[src/rtl/sm4_round_engine.sv]
// Iterative SM4 round datapath placed after key expansion: applies the 32 pre-ordered
// round keys to one 128-bit block per request, ROUNDS_PER_CYCLE rounds per clock.
module sm4_round_engine #(
    parameter int ROUNDS_PER_CYCLE = 1
) (
    input  logic          clk,
    input  logic          reset,
    input  logic          sm4_enable_in,
    input  logic          key_exp_finished_in,
    input  logic [1023:0] rk_bus_in,
    input  logic [127:0]  data_in,
    input  logic          data_valid_in,
    output logic          data_ready_out,
    output logic [127:0]  result_out,
    output logic          result_valid_out,
    input  logic          result_ready_in,
    output logic          busy_out,
    output logic          abort_out
);

    generate
        if (ROUNDS_PER_CYCLE != 1 && ROUNDS_PER_CYCLE != 2 && ROUNDS_PER_CYCLE != 4) begin : g_bad_rounds
            $error("sm4_round_engine: ROUNDS_PER_CYCLE must be 1, 2 or 4");
        end
    endgenerate

    localparam logic [4:0] LAST_CNT = 5'(32 - ROUNDS_PER_CYCLE);
    localparam logic [4:0] CNT_STEP = 5'(ROUNDS_PER_CYCLE);

    // GB/T 32907 S-box, entry 0 in the most significant byte.
    localparam logic [2047:0] SBOX = {
        128'hd690e9fecce13db716b614c228fb2c05, 128'h2b679a762abe04c3aa44132649860699,
        128'h9c4250f491ef987a33540b43edcfac62, 128'he4b31ca9c908e89580df94fa758f3fa6,
        128'h4707a7fcf37317ba83593c19e6854fa8, 128'h686b81b27164da8bf8eb0f4b70569d35,
        128'h1e240e5e6358d1a225227c3b01217887, 128'hd40046579fd327524c3602e7a0c4c89e,
        128'heabf8ad240c738b5a3f7f2cef96115a1, 128'he0ae5da49b341a55ad933230f58cb1e3,
        128'h1df6e22e8266ca60c02923ab0d534e6f, 128'hd5db3745defd8e2f03ff6a726d6c5b51,
        128'h8d1baf92bbddbc7f11d95c411f105ad8, 128'h0ac13188a5cd7bbd2d74d012b8e5b4b0,
        128'h8969974a0c96777e65b9f109c56ec684, 128'h18f07dec3adc4d2079ee5f3ed7cb3948
    };

    function automatic logic [7:0] sbox_lookup(input logic [7:0] v);
        logic [10:0] idx;
        idx = {~v, 3'b000};
        return SBOX[idx +: 8];
    endfunction

    function automatic logic [31:0] sm4_t(input logic [31:0] a);
        logic [31:0] b;
        b = {sbox_lookup(a[31:24]), sbox_lookup(a[23:16]), sbox_lookup(a[15:8]), sbox_lookup(a[7:0])};
        return b ^ {b[29:0], b[31:30]} ^ {b[21:0], b[31:22]} ^ {b[13:0], b[31:14]} ^ {b[7:0], b[31:8]};
    endfunction

    typedef enum logic [1:0] {
        S_IDLE  = 2'd0,
        S_ROUND = 2'd1,
        S_DONE  = 2'd2
    } state_t;

    state_t        r_state;
    state_t        w_next_state;
    logic [4:0]    r_cnt;
    logic [31:0]   r_x0, r_x1, r_x2, r_x3;
    logic [127:0]  r_result;
    logic          r_valid;
    logic          r_abort;
    logic          w_accept, w_step, w_finish, w_abort;
    logic [31:0]   w_x0, w_x1, w_x2, w_x3, w_xnew;

    // Handshakes: a transfer happens on a rising edge where valid and ready are both high;
    // ready never depends on valid, and a raised result_valid_out holds until accepted.
    assign data_ready_out   = (r_state == S_IDLE) && sm4_enable_in && key_exp_finished_in;
    assign result_out       = r_result;
    assign result_valid_out = r_valid;
    assign busy_out         = (r_state != S_IDLE);
    assign abort_out        = r_abort;

    always_comb begin
        w_x0   = r_x0;
        w_x1   = r_x1;
        w_x2   = r_x2;
        w_x3   = r_x3;
        w_xnew = '0;
        for (int j = 0; j < ROUNDS_PER_CYCLE; j++) begin
            w_xnew = w_x0 ^ sm4_t(w_x1 ^ w_x2 ^ w_x3 ^ rk_bus_in[32*(int'(r_cnt) + j) +: 32]);
            w_x0   = w_x1;
            w_x1   = w_x2;
            w_x2   = w_x3;
            w_x3   = w_xnew;
        end
    end

    // Disable beats key loss, which beats normal sequencing.
    always_comb begin
        w_next_state = r_state;
        w_accept     = 1'b0;
        w_step       = 1'b0;
        w_finish     = 1'b0;
        w_abort      = 1'b0;
        if (!sm4_enable_in) begin
            w_next_state = S_IDLE;
            w_abort      = (r_state != S_IDLE);
        end else if (r_state == S_ROUND && !key_exp_finished_in) begin
            w_next_state = S_IDLE;
            w_abort      = 1'b1;
        end else begin
            case (r_state)
                S_IDLE: begin
                    if (data_valid_in && data_ready_out) begin
                        w_accept     = 1'b1;
                        w_next_state = S_ROUND;
                    end
                end
                S_ROUND: begin
                    w_step = 1'b1;
                    if (r_cnt == LAST_CNT) begin
                        w_finish     = 1'b1;
                        w_next_state = S_DONE;
                    end
                end
                S_DONE: begin
                    if (r_valid && result_ready_in) begin
                        w_next_state = S_IDLE;
                    end
                end
                default: w_next_state = S_IDLE;
            endcase
        end
    end

    always_ff @(posedge clk or posedge reset) begin
        if (reset) begin
            r_state <= S_IDLE;
        end else begin
            r_state <= w_next_state;
        end
    end

    always_ff @(posedge clk or posedge reset) begin
        if (reset) begin
            r_cnt    <= '0;
            r_x0     <= '0;
            r_x1     <= '0;
            r_x2     <= '0;
            r_x3     <= '0;
            r_result <= '0;
            r_valid  <= 1'b0;
            r_abort  <= 1'b0;
        end else begin
            r_abort <= w_abort;
            r_valid <= (w_next_state == S_DONE);
            r_cnt   <= (w_step && !w_finish) ? r_cnt + CNT_STEP : 5'd0;
            if (w_accept) begin
                r_x0 <= data_in[127:96];
                r_x1 <= data_in[95:64];
                r_x2 <= data_in[63:32];
                r_x3 <= data_in[31:0];
            end else if (w_step) begin
                r_x0 <= w_x0;
                r_x1 <= w_x1;
                r_x2 <= w_x2;
                r_x3 <= w_x3;
            end
            // Output word order is reversed: the newest word lands in the top 32 bits.
            if (w_finish) begin
                r_result <= {w_x3, w_x2, w_x1, w_x0};
            end
        end
    end

endmodule

[config.mk]
export PLATFORM = sky130hd
export DESIGN_NAME = sm4_round_engine
export DESIGN_NICKNAME = d
export VERILOG_FILES = /design/src/rtl/sm4_round_engine.sv
export SDC_FILE = /design/constraint.sdc
export NUM_CORES = 2
export LEC_CHECK = 0
export ABC_AREA = 1
export BUFFER_PORTS_ARGS = -buffer_cell sky130_fd_sc_hd__clkbuf_2
export CAP_MARGIN = 25
export CORE_AREA = 10 10 488 490
export DETAILED_ROUTE_END_ITERATION = 6
export DIE_AREA = 0 0 498 500
export PLACE_DENSITY = 0.42
export SLEW_MARGIN = 10
export SYNTH_ARGS = -nofsm -noshare
export SYNTH_HDL_FRONTEND = slang
export SYNTH_SLANG_ARGS = --single-unit
export TNS_END_PERCENT = 5
[constraint.sdc]
create_clock -name clk -period 12.4 [get_ports clk]
set_input_delay 1.86 -clock clk [delete_from_list [all_inputs] [get_ports clk]]
set_output_delay 1.86 -clock clk [all_outputs]
set_load 0.01 [all_outputs]
==> flow_summary.toml <==
[outcome]
status = "finished, final reports clean"

[floorplanning]
die_area_sq_um = 249000
dieWidth_microns = 498
io_pins = 1290
core-area_sq_um = 229000
die_y_microns = 500
start_util_pct = 16.4
rows = 176

[setup_path]
cp-start-kind = "flop"
r2r_slack_ns = 4.61
reg2reg_from = "r_cnt[0]"
slowest_delay_ns = 0.72
cp.arrival_ns = 8.25
crit_required_ns = 12.85
cp-end-kind = "flop"
cp_slowest_cell = "dfrtp_4"
crit_type = "reg -> reg"
worstReg2RegEnd = "r_x3[23]"
r2r.worst_path.cells = 31
crit_top_cell = "nand2_1"
cp_max_fo = 122

[clock_tree]
cts_buffer_depth = 3
post_cts_buffers = 0
tritoncts = "done"
cts_sinks = 265
cts_max_level = 2
worstSkewPairLatency_ns = 0.62
cts-resized-gates = 0
cts_root_buf = "clkbuf_16"
clk_pin_slew_ns = 0.07
cts_inserted_buffers = 35
ctsHoldBuffers = 0

[global_routing]
grt_pass1_vias = 53100
grt-ovfl-total = 0
antenna_found_initial = 119
grt_first_pass_wirelength_microns = 474000
grt_use_total_pct = 26.9
grt_max_degree = 158

[route]
first_iter_violations = 6969
met1_length_microns = 149000
wirelength_microns = 357000
vias = 56000
dr.pass1.iters = 6
routed-wl-met3_microns = 30000
routed-wl-met2_microns = 156000
drc_errors = 0
vias_per_cell = 5.05
antenna_left = 0
top_layer = "met5"
routedWlPerCell_microns = 32.2

[hold_path]
worstHoldStart = "result_out[115]"
hold_end = "result_out[115]"
min_path_cells = 2
hold_class = "reg -> reg"

[placed_design]
gp_congestion = 1.05
dp_cells = 10900
place_hpwl_microns = 290000
portBuffers = 1289

[synth]
syn_inst = 6993
synth_area_sq_um = 37500
ys_top_cells_by_count = "2820 x nand2_1, 1832 x nand3_1, 392 x o21ai_0, 351 x inv_1, 280 x nor2_1"
ys_async_sr_fraction_pct = 100
syn_nets = 8197
syn_area_per_cell_sq_um = 5.36
synth_top_area_share_pct = 28.2
yosysUniqueCellTypes = 43
ys_ff_latch = 265
synth_edf_count = 0
yosys_most_used_dff = "dfrtp_1"
yosysTopAreaCell = "nand2_1"
synth.most_common_cell = "nand2_1"
ys.warnings.count = 0
synth_area_leaders = "nand2_1 28%, nand3_1 24%, dfrtp_1 18%, o21ai_0 5.2%, inv_1 3.5%"
yosysSeqAreaShare_pct = 17.7

[cells_and_area]
fin_cells = 11100
area_growth_pct = 27.3
nets = 9130
drive_gt1_share_pct = 19.7

[pwr]
power.leakage_nw = 25.2
p_per_area_nw_per_um2 = 398
ir_drop_mv = 0.208

[timing]
fin_worst_skew_ns = 0.0513
drv_slew = 0
tns_ns = 0
period_share_pct = 62.9
maxSlewHeadroom_pct = 26.7
rsz0062_at_grt = "no"
fmax_mhz = 128
final_hold_viol_count = 0
setup_viol = 0
tightest_slew_ns = 1.10
min_period_ns = 7.79

[job]
max_cap_viol_count = 0
-- worst max path at each step --
stage | from | to | slack (ns)
global route | r_cnt[0] | r_x3[23] | 4.40
finish | r_cnt[0] | r_x3[23] | 4.61
floorplan | reset | abort_out | 3.24
CTS | r_cnt[0] | r_x3[22] | 4.83
detailed placement | r_cnt[0] | r_x3[22] | 4.87
global placement | r_cnt[0] | r_x3[22] | 4.80
-- power breakdown --
part / total [W] / internal, W / switching, W
clock: 0.00114 / 0.000665 / 0.000475
sequential: 0.00119 / 0.000989 / 0.000197
combinational: 0.0167 / 0.00416 / 0.0125
total: 0.0190 / 0.00582 / 0.0132
-- layer usage --
metal  vias up  global-route usage, %
met5         -                      0
met4        22                   14.8
met3       452                   6.21
met2      3205                   41.6
met1     27200                   34.6
li1      25100                      -
-- registers in the layout, indices dropped and copies added, names as in the netlist --
name,count
result_out,128
r_state,2
r_x1,32
result_valid_out,1
r_cnt,5
r_x2,32
abort_out,1
r_x3,32
r_x0,32
-- layout make-up --
cell class	instances	area, sq um
flip-flops and latches	265	6650
multi-input cells	5859	27100
fillers	27200	181000
repair buffers	1381	7210
inverters	384	1480
diodes	126	315
well taps	3026	3790
clock inverters	16	245
clock buffers	45	973
-- logic make-up after synthesis --
group	share of synthesized area, %
AO/OA/AOI/OAI	10.9
flip-flops	17.7
AND/OR/NAND/NOR	57.1
adder cells (fa/ha/maj)	1.54
XOR/XNOR	2.21
buffers and inverters	10.5
-- cell usage in the layout (no fill, tap or decap), types with 5 or more instances in the layout --
cell type     n
dfrtp_4       5
o211ai_1     17
o21ai_0     391
bufinv_16     5
inv_2        29
nand2_1    2812
ha_1         46
a31oi_1      10
nand3_2       6
inv_1       348
clkbuf_16    35
diode_2     126
o221ai_1     53
buf_4        85
o21ai_1      26
buf_12        5
nand4_1      23
xor2_1       33
xnor2_1      34
nand3_1    1832
xor2_4        5
o22ai_1      13
clkbuf_2   1289
xnor2_4       5
nor2_1      279
nand2_2      42
clkbuf_8      6
a22oi_1      96
a21oi_1      92
nand2_4      11
nand3b_1      7
dfrtp_1     260
-- critical path: cells and delay by family, from the launching register on --
kind / cells / cell delay (ns)
adders and majority gates: 1 / 0.52
DFF: 1 / 0.72
buffers and inverters: 4 / 1.52
and+or+nand+nor: 26 / 4.65
-- through the flow --
step	power [W]	hold slack, ns	setup slack, ns	area, sq um	utilization, %
3_3_place_gp	0.0177	0.468	4.80	46100	20.2
6_report	0.0190	0.482	4.61	47700	20.9
5_1_grt	0.0204	0.499	4.40	47700	20.9
3_5_place_dp	0.0173	0.473	4.87	46200	20.2
2_1_floorplan	0.0114	0.514	3.24	37500	-
4_1_cts	0.0185	0.488	4.83	47400	20.7
Power figures use the tool's default switching activity.
